### src/rtl/regfile_arb_pkg.sv
// Shared types and defaults for the register-file write-port arbiter.
package regfile_arb_pkg;

  typedef enum logic [1:0] {
    IDLE  = 2'b00,
    WAIT  = 2'b01,
    DRAIN = 2'b10
  } arb_state_e;

  localparam int unsigned DEFAULT_STARVE_LIMIT = 4;

endpackage

### src/rtl/MUX_2_to_1.sv
// Generic two-input multiplexer: y = s ? b : a.
module MUX_2_to_1 #(
  parameter int unsigned WIDTH = 32
) (
  input  logic [WIDTH-1:0] a,
  input  logic [WIDTH-1:0] b,
  input  logic             s,
  output logic [WIDTH-1:0] y
);

  assign y = s ? b : a;

endmodule

### src/rtl/regfile_write_arbiter.sv
// Shares the register file write port between writeback (priority) and a
// held debug/loader write; requests a pipeline stall if writeback starves it.
module regfile_write_arbiter
  import regfile_arb_pkg::*;
#(
  parameter int unsigned WIDTH        = 32,
  parameter int unsigned REG_ADDR     = 5,
  parameter int unsigned STARVE_LIMIT = DEFAULT_STARVE_LIMIT
) (
  input  logic                CLK,
  input  logic                RST,
  input  logic                RegWriteW,
  input  logic [REG_ADDR-1:0] WriteRegW,
  input  logic [WIDTH-1:0]    ResultW,
  input  logic                DbgValid,
  input  logic [REG_ADDR-1:0] DbgAddr,
  input  logic [WIDTH-1:0]    DbgWData,
  output logic                DbgReady,
  output logic                DbgDone,
  output logic                StallReq,
  output logic                WE3,
  output logic [REG_ADDR-1:0] A3,
  output logic [WIDTH-1:0]    WD3
);

  localparam int unsigned CNT_W = $clog2(STARVE_LIMIT + 1);

  arb_state_e          state, state_next;
  logic [CNT_W-1:0]    cnt, cnt_next;
  logic [REG_ADDR-1:0] hold_addr;
  logic [WIDTH-1:0]    hold_data;
  logic                hold_load;
  logic                commit;

  // State and wait counter
  always_ff @(posedge CLK or negedge RST) begin
    if (!RST) begin
      state <= IDLE;
      cnt   <= '0;
    end else begin
      state <= state_next;
      cnt   <= cnt_next;
    end
  end

  // Held debug request
  always_ff @(posedge CLK or negedge RST) begin
    if (!RST) begin
      hold_addr <= '0;
      hold_data <= '0;
    end else if (hold_load) begin
      hold_addr <= DbgAddr;
      hold_data <= DbgWData;
    end
  end

  // Next state, counter and handshake decode
  always_comb begin
    state_next = state;
    cnt_next   = cnt;
    hold_load  = 1'b0;
    commit     = 1'b0;
    DbgReady   = 1'b0;
    StallReq   = 1'b0;
    case (state)
      IDLE: begin
        DbgReady = RST;
        if (DbgValid && RST) begin
          hold_load  = 1'b1;
          cnt_next   = '0;
          state_next = WAIT;
        end
      end
      WAIT: begin
        if (!RegWriteW) begin
          commit     = 1'b1;
          state_next = IDLE;
        end else if (cnt == CNT_W'(STARVE_LIMIT - 1)) begin
          state_next = DRAIN;
        end else begin
          cnt_next = cnt + CNT_W'(1);
        end
      end
      DRAIN: begin
        StallReq = RST;
        if (!RegWriteW) begin
          commit     = 1'b1;
          state_next = IDLE;
        end
      end
      default: state_next = IDLE;
    endcase
  end

  // A debug write to r0 completes the handshake but never enables the port
  assign DbgDone = commit & RST;
  assign WE3     = commit ? (hold_addr != '0) : RegWriteW;

  MUX_2_to_1 #(.WIDTH(REG_ADDR)) u_mux_a3 (
    .a (WriteRegW),
    .b (hold_addr),
    .s (commit),
    .y (A3)
  );

  MUX_2_to_1 #(.WIDTH(WIDTH)) u_mux_wd3 (
    .a (ResultW),
    .b (hold_data),
    .s (commit),
    .y (WD3)
  );

endmodule

### config.mk
export PLATFORM = sky130hd
export DESIGN_NAME = regfile_write_arbiter
export DESIGN_NICKNAME = d
export VERILOG_FILES = /design/src/rtl/regfile_arb_pkg.sv /design/src/rtl/MUX_2_to_1.sv /design/src/rtl/regfile_write_arbiter.sv
export SDC_FILE = /design/constraint.sdc
export NUM_CORES = 1
export LEC_CHECK = 0
export ABC_AREA = 1
export ABC_CLOCK_PERIOD_IN_PS = 5300
export CAP_MARGIN = 20
export CORE_MARGIN = 2
export CORE_UTILIZATION = 40
export CTS_CLUSTER_SIZE = 25
export DETAILED_ROUTE_END_ITERATION = 16
export HOLD_SLACK_MARGIN = 0.02
export MAX_ROUTING_LAYER = met4
export PLACE_DENSITY = 0.79
export SLEW_MARGIN = 20
export SYNTH_ARGS = -nofsm -noshare
export SYNTH_HDL_FRONTEND = slang
export SYNTH_HIERARCHICAL = 1
export SYNTH_SLANG_ARGS = --single-unit
### constraint.sdc
create_clock -name CLK -period 5.3 [get_ports CLK]
set_input_delay 1.325 -clock CLK [delete_from_list [all_inputs] [get_ports CLK]]
set_output_delay 1.325 -clock CLK [all_outputs]
set_load 0.005 [all_outputs]
==> results.md, run 1 <==
* Post-route cell area at around 0.0037 mm^2
* Synthesized area per cell at between 7 and 8 um^2
* Critical hold path startpoint: hold_data[6]$_DFFE_PN0P_
* Hold path cells at 2
* Critical path type: primary input to primary output
* CTS resizes at 0
* CTS buffer count at 5
* Maximum level of the CTS H-tree at 2
* I/O Buffers at 118
* Core area at between 0.005 and 0.006 mm^2
* Diode count at 0
* Remaining global-route overflow at 0
* Die Ht at ~80 um
* Power per Cell Area at roughly 430 mW/mm^2
* Worst Clk Skew at roughly 0.0042 ns
* Routed vias/inst at 4.74
* Area contributors post-synth: dfrtp_1 (43%), nand2_1 (30%), nand3_1 (7.9%)
* Post-CTS setup buffers at 0
* Critical Path AT at around 3.2 ns
* RSZ-0062 raised after global routing: false
* Switch share at roughly two fifths
* Vias in the first global route at roughly 2400
* Die Wd at ~82 um
* Hold Path Sink: hold_data[6]$_DFFE_PN0P_
* Final hold violations at 0
* CP Capture Type: primary output
* Commonest non-fill, non-tap cells in the layout: nand2_1 (197), clkdlybuf4s50_1 (116), dfrtp_1 (42)
* Final TNS setup at 0 ns
* Pleak at approximately 1.9 nW
* Worst slew pin tran at 0.765 ns
* Peak VDD IR at between 0.0002 and 0.00025 V
* Synth Net Count at 425
* First-pass GRT wire length at approximately 11 mm
* Fin Hold WS at around 0.47 ns
* Reg2reg end: hold_data[21]$_DFFE_PN0P_
* Tmin final at about 4.6 ns
* WL per Instance at around 13 um
* Slew Limit Fails at 0
* Final period utilization at a little under nine tenths
* Post-DP Area at approximately 0.0036 mm^2
* Run status: finished clean
* Post-layout util at 61.9%
* Drt first pass iters at 4
* Critical path peak fanout at 13
* Startpoint types: primary input
* Max-cap violations at 0
* Syn-to-layout area delta at 49.3%
* Hold Path Class: flip-flop to flip-flop
* Yosys warnings at 6
* Post-route DRC at 0
* # IOs at approximately 120
* Combinational power share at between 50% and 60%
* Switching power at ~0.00061 W
* Synth Register Bits at 42
* Fmax at around 220 MHz
* Root Driver: clkbuf_8
* Largest net degree at the start of global routing at 40
* Worst R2R Setup Slack at 3.32 ns
* Cells after Synth at approximately 340
* Seq/Total Area, Yosys at a little over two fifths
* Row count at 28
* Routed WL at 6.82 mm
* Sequential Power Share at about a third
* Post-Syn Area at 0.00246 mm^2
* Clk Latency, worst-skew pair at slightly below 0.3 ns
* CTS tree: done
* Hold_buf cts at 0
* Worst-path clk slew at roughly 0.08 ns
* CTS Sinks at between 40 and 50
* CTS max path bufs at 2
* Yosys top cell by area: dfrtp_1
* Commonest non-fill, non-tap cell in the layout: nand2_1
* Slew headroom at around half
* Iter 0 DRT Violations at roughly 100
* Die area at slightly below 0.007 mm^2
* Initial antenna violation count at 0
* NumNets Final at about 540
* Internal power at a little under 0.001 W
* Ratio of cells with drive above 1 in the final layout at 6.62%
* Gpl congestion at 0.859
* Via count at 2504
* Yosys cell types at 20
* Initial core utilization at around 41%
* GRT Overall Usage at a little over a fifth
* Worst r2r src: state[0]$_DFFE_PN0P_
* R2R cell count at 8
* Remaining antenna violation count after routing at 0
* Setup-failing EPs final at 0
* Clock Power Share at roughly 14%
* WP data required at 3.97 ns
* Top cell type's share of synthesized area at 42.8%
* DP Wirelength at roughly 5.0 mm
==> power by group through the flow <==
stage          Clock (W)  Sequential (W)  Combinational, W
5_1_grt         0.000235        0.000573          0.000923
4_1_cts         0.000223        0.000553          0.000823
6_report        0.000217        0.000552          0.000811
2_1_floorplan          0        0.000533          0.000497
3_5_place_dp           0        0.000559          0.000820
3_3_place_gp           0        0.000555          0.000788
==> state kept, by name (all words and copies together) (netlist names) <==
name,count
cnt,3
hold_addr,5
state,2
hold_data,32
==> Yosys cell counts <==
library cell and instances:
nand2_1 197, dfrtp_1 42, nand3_1 39, inv_1 12, nand2_2 10, ha_1 6, nand4_1 5, nor2_1 5
buf_2 4, buf_4 4, buf_6 4, clkbuf_8 3, buf_8 2, inv_2 2, and3_1 1, buf_12 1
inv_8 1, nand2_4 1, nand3_2 1, o21ai_0 1
==> metal layers <==
layer,global-route usage (%),wire length [um]
met1,23.9,2810
met2,38.5,3550
met3,3.59,332
met4,5.33,124
met5,-,0
==> critical path, cell delays in order <==
cell	delay [ns]
clkdlybuf4s50_1	0.55
nor2_4	0.42
buf_4	0.28
inv_2	0.08
nand2_1	0.08
nand2_1	0.06
clkdlybuf4s50_1	0.44
==> logic make-up (layout without fill, tap and decap cells) <==
logic type	Yosys count	in the layout	synth area share, %
buffers and inverters	33	145	10.2
AO/OA/AOI/OAI	1	1	0.204
flip-flops	42	42	42.8
adder cells (fa/ha/maj)	6	6	3.06
AND/OR/NAND/NOR	259	259	43.8
==> metrics by stage <==
| step | instances | power (W) | setup WS, ns |
|---|---|---|---|
| after floorplan | 341 | 0.00103 | 1.87 |
| after global placement | 520 | 0.00134 | 0.804 |
| after detailed placement | 520 | 0.00138 | 0.737 |
| after CTS | 528 | 0.00160 | 0.737 |
| after global routing | 528 | 0.00173 | 0.635 |
| final | 528 | 0.00158 | 0.730 |
==> area by class of cell <==
class	count	area, um^2
clock buffers	6	82.6
well taps	75	93.8
fillers	556	2250
flip-flops and latches	42	1050
inverters	15	63.8
multi-input cells	266	1160
repair buffers	122	1200
clock inverters	2	12.5
==> worst max-delay path by stage <==
stage,startpoint,endpoint,slack [ns],cells after the start
4_1_cts,RegWriteW,A3[3],0.74,7
6_report,RegWriteW,A3[3],0.73,7
3_3_place_gp,RegWriteW,WD3[0],0.80,6
2_1_floorplan,RegWriteW,WD3[0],1.87,6
5_1_grt,RegWriteW,WD3[20],0.63,6
3_5_place_dp,RegWriteW,WD3[18],0.74,6
Power figures use the tool's default switching activity.
==> run 2: changes to the inputs <==
GPL_TIMING_DRIVEN = 0   (was not set)
==> results.md, run 2 (synthesized netlist as in run 1, its figures left out) <==
* Run status: finished clean (unchanged)
* Hold Path Class: flip-flop to flip-flop (unchanged)
* Dpl ws at 0.604 ns (was 0.737 ns)
* Initial antenna violation count at 0 (unchanged)
* DP Wirelength at 5.23 mm (was 5.03 mm)
* Commonest non-fill, non-tap cells in the layout: nand2_1 (197), clkdlybuf4s50_1 (117), dfrtp_1 (42) (was nand2_1 (197), clkdlybuf4s50_1 (116), dfrtp_1 (42))
* Post-CTS setup buffers at 0 (unchanged)
* WL per Instance at 12.5 um (was 12.9 um)
* Die area at 0.00678 mm^2 (unchanged)
* Peak VDD IR at 0.000198 V (was 0.000210 V)
* CTS buffer count at 5 (unchanged)
* Switch share at 36.5% (was 38.6%)
* NumNets Final at 551 (was 536)
* Setup-failing EPs final at 0 (unchanged)
* Post-layout util at 65.1% (was 61.9%)
* Critical Path AT at 3.38 ns (was 3.24 ns)
* Row count at 28 (unchanged)
* Crit-path leading delay family: buffers and inverters (unchanged)
* GR peak layer: met2 (unchanged)
* Worst Clk Skew at 0.00325 ns (was 0.00422 ns)
* First-pass GRT wire length at 10.4 mm (was 10.7 mm)
* Remaining antenna violation count after routing at 0 (unchanged)
* WP data required at 3.97 ns (about the same)
* CP Depth at 7 (unchanged)
* Slew Limit Fails at 0 (unchanged)
* Tmin final at 4.70 ns (was 4.57 ns)
* Worst Path Buf+Inv at 4 (unchanged)
* Die Ht at 82.4 um (unchanged)
* Crit path largest cell delay at 0.51 ns (was 0.55 ns)
* CTS max path bufs at 2 (unchanged)
* Final hold violations at 0 (unchanged)
* R2R cell count at 8 (unchanged)
* Startpoint types: primary input (unchanged)
* Critical path type: primary input to primary output (unchanged)
* Gpl congestion at 0.788 (was 0.859)
* Largest net degree at the start of global routing at 32 (was 40)
* Critical path peak fanout at 10 (was 13)
* Worst-path clk slew at 0.08 ns (about the same)
* RSZ-0062 raised after global routing: false (unchanged)
* Clk Latency, worst-skew pair at 0.29 ns (about the same)
* CTS resizes at 0 (unchanged)
* Max-cap violations at 0 (unchanged)
* Post-route DRC at 0 (unchanged)
* CTS Sinks at 42 (unchanged)
* Remaining global-route overflow at 0 (unchanged)
* M3 GR Usage at 3.04% (was 3.59%)
* Ratio of cells with drive above 1 in the final layout at 9.19% (was 6.62%)
* Pleak at 1.99 nW (was 1.89 nW)
* Diode count at 0 (unchanged)
* Routed vias/inst at 4.69 (was 4.74)
* Hold path cells at 2 (unchanged)
* Power per Cell Area at 436 mW/mm^2 (was 431 mW/mm^2)
* Clock Power Share at 14.7% (was 13.7%)
* Fmax at 213 MHz (was 219 MHz)
* Via count at 2545 (was 2504)
* Worst slew pin tran at 0.571 ns (was 0.765 ns)
* Slowest CP cell: clkdlybuf4s50_1 (unchanged)
* Commonest non-fill, non-tap cell in the layout: nand2_1 (unchanged)
* Biggest regs: hold_data (32), hold_addr (5), cnt (3) (unchanged)
* Maximum level of the CTS H-tree at 2 (unchanged)
* Root Driver: clkbuf_8 (unchanged)
* Final total power at 0.00168 W (was 0.00158 W)
* Switching power at 0.000615 W (was 0.000609 W)
* Global routing usage on met2 at 35.6% (was 38.5%)
* Initial core utilization at 41.5% (unchanged)
* CP Cell Sequence: clkdlybuf4s50_1 -> nor2_1 -> buf_6 -> clkbuf_8 -> nand2_1 -> nand2_1 -> clkdlybuf4s50_1 (was clkdlybuf4s50_1 -> nor2_4 -> buf_4 -> inv_2 -> nand2_1 -> nand2_1 -> clkdlybuf4s50_1)
* Max FFs per register at 32 (unchanged)
* Final period utilization at 88.7% (was 86.2%)
* CTS tree: done (unchanged)
* Final Worst Setup Slack at 0.596 ns (was 0.730 ns)
* Drt first pass iters at 4 (unchanged)
* Hold_buf cts at 0 (unchanged)
* Die Wd at 82.4 um (unchanged)
* Core area at 0.00592 mm^2 (unchanged)
* Syn-to-layout area delta at 57.0% (was 49.3%)
* Routed WL at 6.79 mm (was 6.82 mm)
* Vias in the first global route at 2342 (was 2405)
* CP Capture Type: primary output (unchanged)
* Iter 0 DRT Violations at 157 (was 102)
* Combinational power share at 52.4% (was 51.3%)
* GRT Overall Usage at 20.4% (was 21.1%)
* Met1 Usage GRT at 24.2% (was 23.9%)
* Slew headroom at 61.8% (was 49.0%)
* # IOs at 119 (unchanged)
* Internal power at 0.00107 W (was 0.000970 W)
* Final TNS setup at 0 ns (unchanged)
* Largest Register: hold_data (unchanged)
* I/O Buffers at 118 (unchanged)
* Sequential Power Share at 32.8% (was 35.0%)
* Fin Hold WS at 0.475 ns (was 0.473 ns)
-- run 2: metal layers --
| layer | vias up | part of all wire (%) |
|---|---|---|
| li1 | 1307 | - |
| met1 | 1180 | 42 |
| met2 | 51 | 53 |
| met3 | 7 | 4.1 |
| met4 | 0 | 0.96 |
| met5 | - | 0 |
-- run 2: through the flow --
step	cell area (um^2)	std cells
after floorplan	2460	341
after global placement	3730	534
after detailed placement	3750	535
after CTS	3850	543
after global routing	3850	543
final	3850	543
-- run 2: final cells by class --
| type | count | area, um^2 |
|---|---|---|
| fillers | 553 | 2070 |
| repair buffers | 119 | 1200 |
| multi-input cells | 266 | 1150 |
| flip-flops and latches | 42 | 1050 |
| plain buffers | 18 | 186 |
| well taps | 75 | 93.8 |
| clock buffers | 5 | 68.8 |
| inverters | 15 | 63.8 |
| clock inverters | 3 | 40.0 |
-- run 2: worst reg2reg max path, cell delays in order, from the launching register on --
cell and delay (ns):
dfrtp_1 0.41, inv_1 0.11, ha_1 0.23, nand2_1 0.09, inv_2 0.09, nand2_4 0.10, buf_2 0.21, nand2_1 0.09
nand2_1 0.05
-- run 2: path summary, 6_finish.rpt --
path | startpoint | to | slack (ns)
worst max-delay path | RegWriteW | WD3[25] | 0.60
worst min-delay path | hold_data[27]$_DFFE_PN0P_ | hold_data[27]$_DFFE_PN0P_ | 0.48
worst max register to register | state[1]$_DFFE_PN0P_ | hold_data[15]$_DFFE_PN0P_ | 3.82
worst min register to register | hold_data[27]$_DFFE_PN0P_ | hold_data[27]$_DFFE_PN0P_ | 0.48
max in group asynchronous | RST | hold_addr[4]$_DFFE_PN0P_ | 3.88
min in group asynchronous | RST | hold_data[9]$_DFFE_PN0P_ | 0.94
-- run 2: power groups by stage --
stage / registers, W / clock network, W / logic (W)
floorplan: 0.000533 / 0 / 0.000497
global placement: 0.000550 / 0 / 0.000864
detailed placement: 0.000557 / 0 / 0.000889
CTS: 0.000551 / 0.000255 / 0.000894
global route: 0.000574 / 0.000267 / 0.000988
finish: 0.000552 / 0.000247 / 0.000882
==> run 3: changes to the inputs <==
CORE_MARGIN = not set   (was 2)
MAX_ROUTING_LAYER = not set   (was met4)
SKIP_LAST_GASP = 1   (was not set)
==> results.md, run 3 (synthesized netlist as in run 1, its figures left out) <==
* Startpoint types: primary input (unchanged)
* CTS buffer count at 5 (unchanged)
* Vias in the first global route at 2379 (was 2342)
* CTS resizes at 0 (unchanged)
* Initial core utilization at 41.5% (unchanged)
* Root Driver: clkbuf_8 (unchanged)
* Commonest non-fill, non-tap cell in the layout: nand2_1 (unchanged)
* Tmin final at 4.68 ns (was 4.70 ns)
* Worst Path Buf+Inv at 4 (unchanged)
* Die Wd at 80.4 um (was 82.4 um)
* Biggest regs: hold_data (32), hold_addr (5), cnt (3) (unchanged)
* Final TNS setup at 0 ns (unchanged)
* GRT Overall Usage at 20.9% (was 20.4%)
* Peak VDD IR at 0.000206 V (was 0.000198 V)
* Row count at 28 (unchanged)
* Worst R2R Setup Slack at 3.82 ns (about the same)
* Max-cap violations at 0 (unchanged)
* Setup-failing EPs final at 0 (unchanged)
* Die Ht at 80.4 um (was 82.4 um)
* Worst-path clk slew at 0.08 ns (about the same)
* # IOs at 119 (unchanged)
* Iter 0 DRT Violations at 75 (was 157)
* Gpl congestion at 0.769 (was 0.788)
* Hold_buf cts at 0 (unchanged)
* Max FFs per register at 32 (unchanged)
* Core area at 0.00592 mm^2 (unchanged)
* Post-route DRC at 0 (unchanged)
* Drt first pass iters at 4 (unchanged)
* CTS tree: done (unchanged)
* Diode count at 0 (unchanged)
* Critical path type: primary input to primary output (unchanged)
* CP Capture Type: primary output (unchanged)
* Crit path largest cell delay at 0.50 ns (was 0.51 ns)
* Largest net degree at the start of global routing at 32 (unchanged)
* Hold Path Class: flip-flop to flip-flop (unchanged)
* Fmax at 214 MHz (was 213 MHz)
* Power per Cell Area at 429 mW/mm^2 (was 436 mW/mm^2)
* Worst slew pin tran at 0.570 ns (was 0.571 ns)
* Critical Path AT at 3.36 ns (was 3.38 ns)
* Remaining global-route overflow at 0 (unchanged)
* WL per Instance at 11.9 um (was 12.5 um)
* Placed cells at 535 (unchanged)
* Run status: finished clean (unchanged)
* WP data required at 3.97 ns (about the same)
* Routed vias/inst at 4.59 (was 4.69)
* DP Wirelength at 5.02 mm (was 5.23 mm)
* Largest Register: hold_data (unchanged)
* CTS Sinks at 42 (unchanged)
* Post-DP Area at 0.00375 mm^2 (unchanged)
* Final Worst Setup Slack at 0.618 ns (was 0.596 ns)
* Routed WL at 6.48 mm (was 6.79 mm)
* Post-CTS setup buffers at 0 (unchanged)
* Maximum level of the CTS H-tree at 2 (unchanged)
* Fillers at 519 (was 553)
* Post-route cell area at 0.00384 mm^2 (was 0.00385 mm^2)
* Via count at 2494 (was 2545)
* Slew headroom at 61.9% (was 61.8%)
* First-pass GRT wire length at 10.5 mm (was 10.4 mm)
* Slew Limit Fails at 0 (unchanged)
* Syn-to-layout area delta at 56.4% (was 57.0%)
* Crit-path leading delay family: buffers and inverters (unchanged)
* Die area at 0.00646 mm^2 (was 0.00678 mm^2)
* CP Cell Sequence: clkdlybuf4s50_1 -> nor2_1 -> buf_6 -> clkbuf_8 -> nand2_1 -> nand2_1 -> clkdlybuf4s50_1 (unchanged)
* Remaining antenna violation count after routing at 0 (unchanged)
* Critical path peak fanout at 10 (unchanged)
* Commonest non-fill, non-tap cells in the layout: nand2_1 (197), clkdlybuf4s50_1 (117), dfrtp_1 (42) (unchanged)
* Slowest CP cell: clkdlybuf4s50_1 (unchanged)
* Finished Layout Cells at 543 (unchanged)
* Pleak at 1.98 nW (was 1.99 nW)
* Dpl ws at 0.607 ns (was 0.604 ns)
* Final hold violations at 0 (unchanged)
* I/O Buffers at 118 (unchanged)
* Worst Clk Skew at 0.00290 ns (was 0.00325 ns)
* RSZ-0062 raised after global routing: false (unchanged)
* Initial antenna violation count at 0 (unchanged)
* CTS max path bufs at 2 (unchanged)
* Post-layout util at 64.9% (was 65.1%)
* NumNets Final at 551 (unchanged)
* Final period utilization at 88.3% (was 88.7%)
* Clk Latency, worst-skew pair at 0.29 ns (about the same)
* Ratio of cells with drive above 1 in the final layout at 9.19% (unchanged)
==> run 3: cell count changes in the layout (fill, tap and decap cells not counted), sizes merged <==
cell	before	now
bufinv	1	0
clkbuf	8	9
clkinv	2	1
clkinvlp	0	1
==> run 3: area by class of cell <==
cell class | instances | area [um^2] | share of cell area [%]
timing repair buffer | 119 | 1200 | 31.1
inverter | 15 | 63.8 | 1.66
tap | 75 | 93.8 | 2.44
clock inverter | 2 | 12.5 | 0.326
clock buffer | 6 | 82.6 | 2.15
sequential | 42 | 1050 | 27.4
multi-input combinational | 266 | 1150 | 30.1
buffer | 18 | 186 | 4.85
==> run 3: worst paths after layout <==
check | end | cells past startpoint | start
max | WD3[17] | 7 | RegWriteW
min | hold_data[5]$_DFFE_PN0P_ | 2 | hold_data[5]$_DFFE_PN0P_
max reg2reg | hold_data[0]$_DFFE_PN0P_ | 8 | state[1]$_DFFE_PN0P_
min reg2reg | hold_data[5]$_DFFE_PN0P_ | 2 | hold_data[5]$_DFFE_PN0P_
max in group asynchronous | cnt[2]$_DFFE_PN0P_ | 2 | RST
min in group asynchronous | hold_data[10]$_DFFE_PN0P_ | 1 | RST
==> run 3: worst register-to-register path, delay by kind of cell (launching register included) <==
| family | cells | cell delay [ns] |
|---|---|---|
| flip-flops | 1 | 0.40 |
| buffers and inverters | 3 | 0.40 |
| AND/OR/NAND/NOR | 4 | 0.33 |
| adder cells (fa/ha/maj) | 1 | 0.23 |
==> run 3: routing by layer <==
metal  vias up  wire length [um]  track usage (%)
met5         -                 0                0
met4         0                60             4.82
met3         6               260             2.95
met2        68              3290             37.9
met1      1113              2870             26.0
li1       1307                 -                -
==> run 3: per-stage QoR <==
stage	power [W]	hold slack, ns
after detailed placement	0.00144	0.459
after floorplan	0.00103	0.442
after global placement	0.00141	0.453
final	0.00165	0.475
after CTS	0.00166	0.479
after global routing	0.00180	0.489
==> run 3: power by group <==
| part | switching, W | internal [W] | leakage (nW) | total, W |
|---|---|---|---|---|
| registers | 0.0000856 | 0.000465 | 0.526 | 0.000551 |
| clock network | 0.000110 | 0.000105 | 0.0472 | 0.000215 |
| logic | 0.000420 | 0.000463 | 1.41 | 0.000883 |
| total | 0.000615 | 0.00103 | 1.98 | 0.00165 |
